--- src/rtl/vga_timing_gen.sv ---
// vga_timing_gen: parametrised VGA raster timing generator with strobes and frame counter; define VGA_TEST_PATTERN_EN to add an rgb colour-bar output
module vga_timing_gen #(
  parameter int CW             = 11,
  parameter int HOR_PIXELS     = 1024,
  parameter int HOR_SYNC_START = 1048,
  parameter int HOR_SYNC_END   = 1184,
  parameter int HOR_TOTAL      = 1344,
  parameter int VER_PIXELS     = 768,
  parameter int VER_SYNC_START = 771,
  parameter int VER_SYNC_END   = 777,
  parameter int VER_TOTAL      = 806,
  parameter bit HSYNC_POL      = 1'b1,
  parameter bit VSYNC_POL      = 1'b1,
  parameter int FCW            = 16
) (
  input  logic           clk,
  input  logic           rst,
  input  logic           en,
  output logic [CW-1:0]  hcount,
  output logic [CW-1:0]  vcount,
  output logic           hblnk,
  output logic           vblnk,
  output logic           hsync,
  output logic           vsync,
  output logic           line_start,
  output logic           frame_start,
  output logic [FCW-1:0] frame_cnt
`ifdef VGA_TEST_PATTERN_EN
  ,
  output logic [11:0]    rgb
`endif
);
  if (!(HOR_PIXELS <= HOR_SYNC_START && HOR_SYNC_START < HOR_SYNC_END && HOR_SYNC_END <= HOR_TOTAL)) begin : g_hchk
    $error("vga_timing_gen: horizontal timing parameters out of order");
  end
  if (!(VER_PIXELS <= VER_SYNC_START && VER_SYNC_START < VER_SYNC_END && VER_SYNC_END <= VER_TOTAL)) begin : g_vchk
    $error("vga_timing_gen: vertical timing parameters out of order");
  end
  if (HOR_TOTAL > 2 ** CW || VER_TOTAL > 2 ** CW) begin : g_wchk
    $error("vga_timing_gen: CW too narrow for HOR_TOTAL/VER_TOTAL");
  end
  logic [CW-1:0] hn, vn;
  logic hw, vw, hb, vb, hs, vs;
  // next raster position and its decode; flags are registered from these so they line up with the counters
  always_comb begin
    hw = hcount == CW'(HOR_TOTAL - 1);
    vw = vcount == CW'(VER_TOTAL - 1);
    hn = hw ? '0 : hcount + CW'(1);
    vn = hw ? (vw ? '0 : vcount + CW'(1)) : vcount;
    hb = int'(hn) >= HOR_PIXELS;
    vb = int'(vn) >= VER_PIXELS;
    hs = int'(hn) >= HOR_SYNC_START && int'(hn) < HOR_SYNC_END;
    vs = int'(vn) >= VER_SYNC_START && int'(vn) < VER_SYNC_END;
  end
  // raster state; en low holds everything except the strobes, which drop so a frozen wrap is never replayed
  always_ff @(posedge clk) begin
    if (rst) begin
      hcount      <= '0;
      vcount      <= '0;
      hblnk       <= 1'b0;
      vblnk       <= 1'b0;
      hsync       <= !HSYNC_POL;
      vsync       <= !VSYNC_POL;
      line_start  <= 1'b0;
      frame_start <= 1'b0;
      frame_cnt   <= '0;
    end else if (en) begin
      hcount      <= hn;
      vcount      <= vn;
      hblnk       <= hb;
      vblnk       <= vb;
      hsync       <= hs ? HSYNC_POL : !HSYNC_POL;
      vsync       <= vs ? VSYNC_POL : !VSYNC_POL;
      line_start  <= hw;
      frame_start <= hw & vw;
      frame_cnt   <= frame_cnt + FCW'(hw & vw);
    end else begin
      line_start  <= 1'b0;
      frame_start <= 1'b0;
    end
  end
`ifdef VGA_TEST_PATTERN_EN
  logic [2:0] bar;
  always_comb bar = 3'(int'(hn) / (HOR_PIXELS / 8));
  // eight vertical colour bars, black in blanking
  always_ff @(posedge clk) begin
    if (rst) rgb <= 12'h000;
    else if (en) rgb <= (hb | vb) ? 12'h000 : {{4{bar[2]}}, {4{bar[1]}}, {4{bar[0]}}};
  end
`endif
endmodule

--- config.mk ---
export PLATFORM = sky130hd
export DESIGN_NAME = vga_timing_gen
export DESIGN_NICKNAME = d
export VERILOG_FILES = /design/src/rtl/vga_timing_gen.sv
export SDC_FILE = /design/constraint.sdc
export NUM_CORES = 1
export LEC_CHECK = 0
export CAP_MARGIN = 30
export CORE_ASPECT_RATIO = 1.25
export CORE_MARGIN = 4
export CORE_UTILIZATION = 54
export CTS_BUF_LIST = sky130_fd_sc_hd__clkbuf_4
export DETAILED_ROUTE_END_ITERATION = 12
export GPL_ROUTABILITY_DRIVEN = 1
export PLACE_DENSITY = 0.83
export SETUP_SLACK_MARGIN = 0.3
export SYNTH_ARGS = -nofsm -noshare
export SYNTH_HDL_FRONTEND = slang
export SYNTH_SLANG_ARGS = --single-unit
export TNS_END_PERCENT = 20
--- constraint.sdc ---
create_clock -name clk -period 3.7 [get_ports clk]
set_input_delay 0.37 -clock clk [delete_from_list [all_inputs] [get_ports clk]]
set_output_delay 0.37 -clock clk [all_outputs]
set_load 0.05 [all_outputs]
Yosys cells after proc, flatten, opt, wreduce, memory -nomap -nowiden
Cells that the tools add are included.
{"block": "classes", "magnitude_cmp": 6, "n_mux": 5, "div_mod_pow": 0, "reduce_logical": 3, "bitwise_logic": 3, "multipliers": 0, "n_shift": 0, "n_eq_ne": 2, "n_addsub": 3}
{"op": "$mux 11", "n": 3}
{"op": "$add 11x1->11 const B", "n": 2}
{"op": "$ge 11x10->1 const B", "n": 2}
{"op": "$ge 11x11->1 const B", "n": 2}
{"op": "$add 16x1->16", "n": 1}
{"op": "$eq 11x10->1 const B", "n": 1}
{"op": "$eq 11x11->1 const B", "n": 1}
{"op": "$lt 11x10->1 const B", "n": 1}
{"op": "$lt 11x11->1 const B", "n": 1}
{"op": "$and 1x1->1", "n": 2}
{"op": "$logic_and 1x1->1", "n": 2}
{"op": "$mux 1", "n": 2}
{"op": "$reduce_or 2->1", "n": 1}
{"op": "$not 1->1", "n": 1}
{"block": "totals", "register_bits": 44, "latchBits": 0, "output_inout_bits": 44, "romBits": 0, "n_memories": 0, "mem_bits_rw": 0}

Logic depth before layout (Yosys ltp)
Gate-level depths: netlist of the first run.
{"block": "depth", "word_depth": 6, "depth_mapped": 13}

Worst setup path before layout of the first run
OpenSTA, ideal clock, no wires.
{"block": "synth_timing", "kind": "reg-to-reg", "from": "reg vcount[0]", "to": "reg frame_cnt[15]", "required_ns": 3.630, "arrival_ns": 3.231, "period_less_slack_ns": 3.301, "stages_incl_launch_ff": 11, "setup_slack_ns": 0.399, "n_path_buf": 1, "path_cell_list": "dfxtp_1 ha_1 or4b_4 nor4_4 clkbuf_1 and2_1 ha_1 nand4_1 or3_1 or3_1 a21oi_1"}
{"block": "synth_via", "elab_chain_len": 3}
{"element": "from (decl)", "line": "20", "text": "output logic [CW-1:0] vcount,"}
{"element": "from (signal assigned)", "line": "69", "text": "vcount <= vn;"}
{"element": "$eq 11x10->1", "line": "47", "text": "vw = vcount == CW'(VER_TOTAL - 1);"}
{"element": "$and 1x1->1", "line": "76", "text": "frame_cnt <= frame_cnt + FCW'(hw & vw);"}
{"element": "$add 16x1->16", "line": "76"}
{"element": "to (signal assigned)", "line": "76"}
{"element": "to (decl)", "line": "27", "text": "output logic [FCW-1:0] frame_cnt"}
Every way passes these cells.
A chain may end at the register's enable or synchronous reset.

Worst setup path in the final report of the first run
{"block": "layout_timing", "from": "reg vcount[0]", "to": "reg frame_cnt[14]"}
Same word-level chain as after synthesis.

==> results.ini, run 1 <==
[yosys]
synth.top_cell.area_share = 0.350
synthFlopType = dfxtp_1
ys_top_cells_by_count = 44 x nor2_1, 43 x dfxtp_1, 23 x a21oi_1, 20 x nand2_1, 18 x clkbuf_1
ys_ff_latch = 43
synthTopCellsByArea = dfxtp_1 35%, nor2_1 6.7%, a21oi_1 4.7%
mappedNetlistArea_sq_um = 2460
ys_warn_count = 0
synth_most_common_cell = nor2_1
synthesis.nets = 320
async_flop_share = 0
synthCells = 312
synth_edf_count = 0
postSynthAreaPerCell_sq_um = 7.88
ys_types = 51
synth_area_leader_cell = dfxtp_1
ys_seq_area_frac = 0.350

[global_routing]
grt_antenna_before_repair = 0
grt_max_degree = 26
grt_pass1_vias = 2198
grt-ovfl-total = 0
grt_pass1_wl_mm = 9.87
grtUsageTotal = 0.217

[route]
first_iter_violations = 211
num_vias = 2376
viasPerCell = 5.84
wl_mm = 5.71
first_pass_iters = 4
route.detailed.drc = 0
wl_per_cell_um = 14.0
detail-route-antenna-nets = 0

[floorplanning]
dieArea_sq_um = 5700
die_h_um = 83.4
initial_core_util = 0.560
dieWidth_um = 68.3
core_sq_um = 4390
pin_count = 47
rows = 27

[final_layout]
drive_above_1_share = 0.0630
area_growth_pct = 21.7
n_fill_cell = 392
diodes = 0
nets = 356

[power_and_ir_drop]
vdd_drop_max_v = 0.000222
power_density_nw_per_um2 = 253
p_total_w = 0.000757
p_leak_nw = 1.01

[clock_network]
post-cts-setup-buffers = 0
cts_buffer_depth = 2
cts_tree = yes
hold_buffers = 0
numCtsBuffers = 5
numClockSinks = 43
ctsRootBufferMaster = clkbuf_4
ctsResizeCount = 0
clkTransAtPathRegs_ns = 0.13
worstSkewPairLatency_ns = 0.36
h-tree-depth = 2

[timing]
rsz0062_at_grt = false
tns_ns = 0
tightestPinTransition_ns = 0.710
hold_viol = 0
post-route-period-util = 0.795
period_needed_ns = 2.94
fin_ws_ns = 0.760
fin_worst_hold_slack_ns = 0.498
slew_headroom = 0.525
fmax_ghz = 0.340
worst_clock_skew_ns = 0.0116
finalSetupViolations = 0
slew_violations = 0

[worst_setup_path]
startpoint_type = flop
cp_max_fo = 11
crit_type = flop to flop
reg2reg_depth = 11
worst_ep_required_time_ns = 3.97
worst_setup_path_end_kind = flop
arrival_ns = 3.21

[placement]
dp_hpwl_mm = 4.10
gp_congestion = 0.879
port_buffers = 46
dp_slack_ns = 0.807

[status]
status = finished clean

[min_path]
hold_depth = 2
hp-class = flop to flop

[run]
cap_violations = 0

[area by class of cell]
cell class	instances	area, sq um	area share
clock buffer	5	37.5	0.0125
clock inverter	3	20.0	0.00669
inverter	10	37.5	0.0125
multi-input combinational	237	1470	0.490
sequential	43	861	0.288
tap	58	72.6	0.0243
timing repair buffer	51	498	0.166
[power breakdown]
part	internal, W	switching [W]
combinational	0.0000188	0.0000332
sequential	0.000466	0.00000675
clock	0.0000726	0.000160
[path summary, 6_finish.rpt]
kind | start | endpoint | slack (ns)
worst max-delay path | vcount[0] | frame_cnt[14] | 0.76
worst max register to register | vcount[0] | frame_cnt[14] | 0.76
worst min register to register | frame_cnt[15] | frame_cnt[15] | 0.50
worst min-delay path | frame_cnt[15] | frame_cnt[15] | 0.50
[cells by family after synthesis]
logic type	count (synthesis)	share of synthesized area
muxes	7	0.0295
buffers and inverters	32	0.0535
DFF	43	0.350
and+or+nand+nor	143	0.312
AOI/OAI and AO/OA	65	0.169
xor gates and xnor gates	17	0.0606
adders and majority gates	5	0.0255
[stage by stage]
step           cells  utilization  cell area [sq um]
2_1_floorplan    312            -               2460
3_3_place_gp     399        0.668               2930
3_5_place_dp     399        0.668               2930
4_1_cts          407        0.681               2990
5_1_grt          407        0.681               2990
6_report         407        0.681               2990
[worst max-delay path: stages, from the launching register on]
cell     delay [ns]
dfxtp_1        0.55
ha_1           0.19
or4b_4         0.46
nor4_4         0.16
and2_1         0.18
ha_1           0.18
ha_1           0.20
nand3_1        0.14
nor3_1         0.44
nand3_1        0.15
xor2_1         0.16
nor2_1         0.05
[flip-flops by register name (all words and copies together) (netlist names)]
register     flops
hcount          11
frame_cnt       16
line_start       1
frame_start      1
hsync            1
vblnk            1
vcount          11
vsync            1
[metal layers]
layer | track usage | up-vias | share of wire
met2 | 0.348 | 55 | 0.49
met5 | 0 | - | 0
li1 | - | 1190 | -
met3 | 0.0379 | 11 | 0.035
met4 | 0.0940 | 0 | 0.025
met1 | 0.278 | 1120 | 0.45
[placed cells by master (no fill, tap or decap), types with 2 or more instances in the layout]
| cell | n |
|---|---|
| or3_1 | 8 |
| xnor2_1 | 7 |
| a21oi_1 | 23 |
| and4_1 | 3 |
| nor4_1 | 3 |
| a31oi_1 | 2 |
| a21o_1 | 2 |
| dfxtp_1 | 43 |
| mux2i_1 | 5 |
| nand4_1 | 12 |
| buf_4 | 5 |
| clkdlybuf4s50_1 | 46 |
| or4_1 | 5 |
| xor2_1 | 10 |
| ha_1 | 5 |
| nor3_1 | 5 |
| nor2b_1 | 2 |
| nand2_1 | 20 |
| nor2_1 | 44 |
| o21ai_0 | 16 |
| nand2b_1 | 5 |
| nor3b_1 | 2 |
| clkinvlp_4 | 2 |
| and3_1 | 7 |
| o21a_1 | 2 |
| nand3_1 | 15 |
| nand3b_1 | 4 |
| a211oi_1 | 5 |
| o41ai_1 | 2 |
| a311oi_1 | 2 |
| inv_1 | 10 |
| and2_1 | 2 |
| mux2_2 | 2 |
| clkbuf_4 | 5 |
(Power assumes the default switching activity.)
==> run 2, diff against run 1 <==
--- a/config.mk
+++ b/config.mk
@@ -8,11 +8,11 @@
 export CAP_MARGIN = 30
 export CORE_ASPECT_RATIO = 1.25
 export CORE_MARGIN = 4
-export CORE_UTILIZATION = 54
+export CORE_UTILIZATION = 49
 export CTS_BUF_LIST = sky130_fd_sc_hd__clkbuf_4
 export DETAILED_ROUTE_END_ITERATION = 12
 export GPL_ROUTABILITY_DRIVEN = 1
-export PLACE_DENSITY = 0.83
+export PLACE_DENSITY = 0.79
 export SETUP_SLACK_MARGIN = 0.3
 export SYNTH_ARGS = -nofsm -noshare
 export SYNTH_HDL_FRONTEND = slang
==> constraint.sdc (replaced) <==
create_clock -name clk -period 2.6 [get_ports clk]
set_input_delay 0.26 -clock clk [delete_from_list [all_inputs] [get_ports clk]]
set_output_delay 0.26 -clock clk [all_outputs]
set_load 0.05 [all_outputs]
==> results.ini, run 2 (synthesis gave the netlist of run 1 again) <==
[status]
status = finished clean

[worst_setup_path]
cp_max_fo = 15
worstSetupStartpoint = vcount[1]
crit_type = flop to flop
startpoint_type = flop
reg2reg_from = vcount[1]
arrival_ns = 2.85
worst_ep_required_time_ns = 2.90
worst_setup_path_end_kind = flop

[final_layout]
largest_reg_flops = 16
stdcell_count = 423
regMostFlops = frame_cnt
area_growth_pct = 32.0
fin_area_sq_um = 3240
n_fill_cell = 401
nets = 370
biggestRegsByFlops = frame_cnt: 16 flops, hcount: 11 flops, vcount: 11 flops
layout_commonest_cell = clkdlybuf4s50_1
diodes = 0
layout_common_cells = 46 x clkdlybuf4s50_1, 42 x nor2_1, 29 x dfxtp_1
drive_above_1_share = 0.182

[placement]
dp_slack_ns = 0.0562
dp_hpwl_mm = 4.46
dp.cells = 415
gp_congestion = 0.860
dpl-instance-area_sq_um = 3140
port_buffers = 46

[timing]
slew_headroom = 0.584
post-route-period-util = 0.983
fin_ws_ns = 0.0433
tightestPinTransition_ns = 0.622
fmax_ghz = 0.391
hold_viol = 0
period_needed_ns = 2.56
slew_violations = 0
worst_clock_skew_ns = 0.0155
finalSetupViolations = 0
fin_worst_hold_slack_ns = 0.504
rsz0062_at_grt = true

[floorplanning]
die_h_um = 87.2
initial_core_util = 0.512
dieWidth_um = 71.3
rows = 28
core_sq_um = 4800
pin_count = 47
dieArea_sq_um = 6220

[route]
num_vias = 2415
viasPerCell = 5.71
detail-route-antenna-nets = 0
route.detailed.drc = 0
wl_mm = 6.07
wl_per_cell_um = 14.3
first_iter_violations = 172
first_pass_iters = 4

[global_routing]
grt_pass1_wl_mm = 10.8
grt_pass1_vias = 2466
use_met2 = 0.370
grt_max_degree = 29
gr-usage-met3 = 0.0393
grt_busiest_layer = met2
globalRouteMet1Util = 0.246
grt_antenna_before_repair = 0
grtUsageTotal = 0.212
grt-ovfl-total = 0

[clock_network]
worstSkewPairLatency_ns = 0.37
h-tree-depth = 2
numClockSinks = 43
post-cts-setup-buffers = 0
cts_buffer_depth = 2
clkTransAtPathRegs_ns = 0.14
numCtsBuffers = 5
ctsRootBufferMaster = clkbuf_4
cts_tree = yes

[power_and_ir_drop]
vdd_drop_max_v = 0.000298
power_density_nw_per_um2 = 337
p_total_w = 0.00109
p_leak_nw = 1.12

[min_path]
hold_start = hsync
hp-class = flop to flop

[run]
cap_violations = 0

run 2: cell count changes in the layout (fill, tap and decap cells not counted), moves of 2 or more:
cell,delta
nand3_1,-2
nor2_1,-2
dfxtp_4,+5
or3_4,+2
inv_4,+2
clkinvlp_4,-2
buf_4,+13
dfxtp_2,+9
dfxtp_1,-14
or3_1,-2
ha_4,+3
ha_1,-4
run 2: metrics by stage:
stage | util | setup TNS (ns)
2_1_floorplan | - | -0.989
3_3_place_gp | 0.654 | 0
3_5_place_dp | 0.654 | 0
4_1_cts | 0.666 | 0
5_1_grt | 0.676 | -0.160
6_report | 0.676 | 0
run 2: layer usage:
metal / up-vias / part of all wire
met4: 0 / 0.021
met2: 55 / 0.51
li1: 1219 / -
met3: 11 / 0.038
met1: 1130 / 0.43
met5: - / 0
run 2: area by class of cell:
type / instances / area [sq um] / share of cell area
Timing Repair Buffer: 65 / 616 / 0.190
Sequential cell: 43 / 891 / 0.275
Clock buffer: 5 / 37.5 / 0.0116
Clock inverter: 3 / 17.5 / 0.00540
Tap cell: 60 / 75.1 / 0.0231
Multi-Input combinational cell: 237 / 1570 / 0.484
Inverter: 10 / 37.5 / 0.0116
run 2: final timing paths:
kind | cells past startpoint | to | slack [ns]
max | 9 | vsync | 0.04
min | 2 | hsync | 0.50
max reg2reg | 9 | vsync | 0.04
min reg2reg | 2 | hsync | 0.50
run 2: critical path, cell delays in order (launching register included):
cell and delay (ns):
dfxtp_4 0.37, inv_2 0.05, ha_4 0.10, or4b_4 0.46, nor4_4 0.16, buf_4 0.25, o2bb2ai_2 0.09, or4_1 0.51
mux2_2 0.29, o31ai_2 0.21
run 2: power breakdown:
group          switching (W)  internal [W]  total (W)
clock               0.000238      0.000106   0.000343
combinational      0.0000490     0.0000299  0.0000789
sequential        0.00000955      0.000660   0.000670
run 2: what timing repair did:
item / CTS / global route
pin swaps: 0 / 8
setup endpoints to repair: 8 / 18
gates resized for setup: 0 / 13
hold buffers: 0 / 0
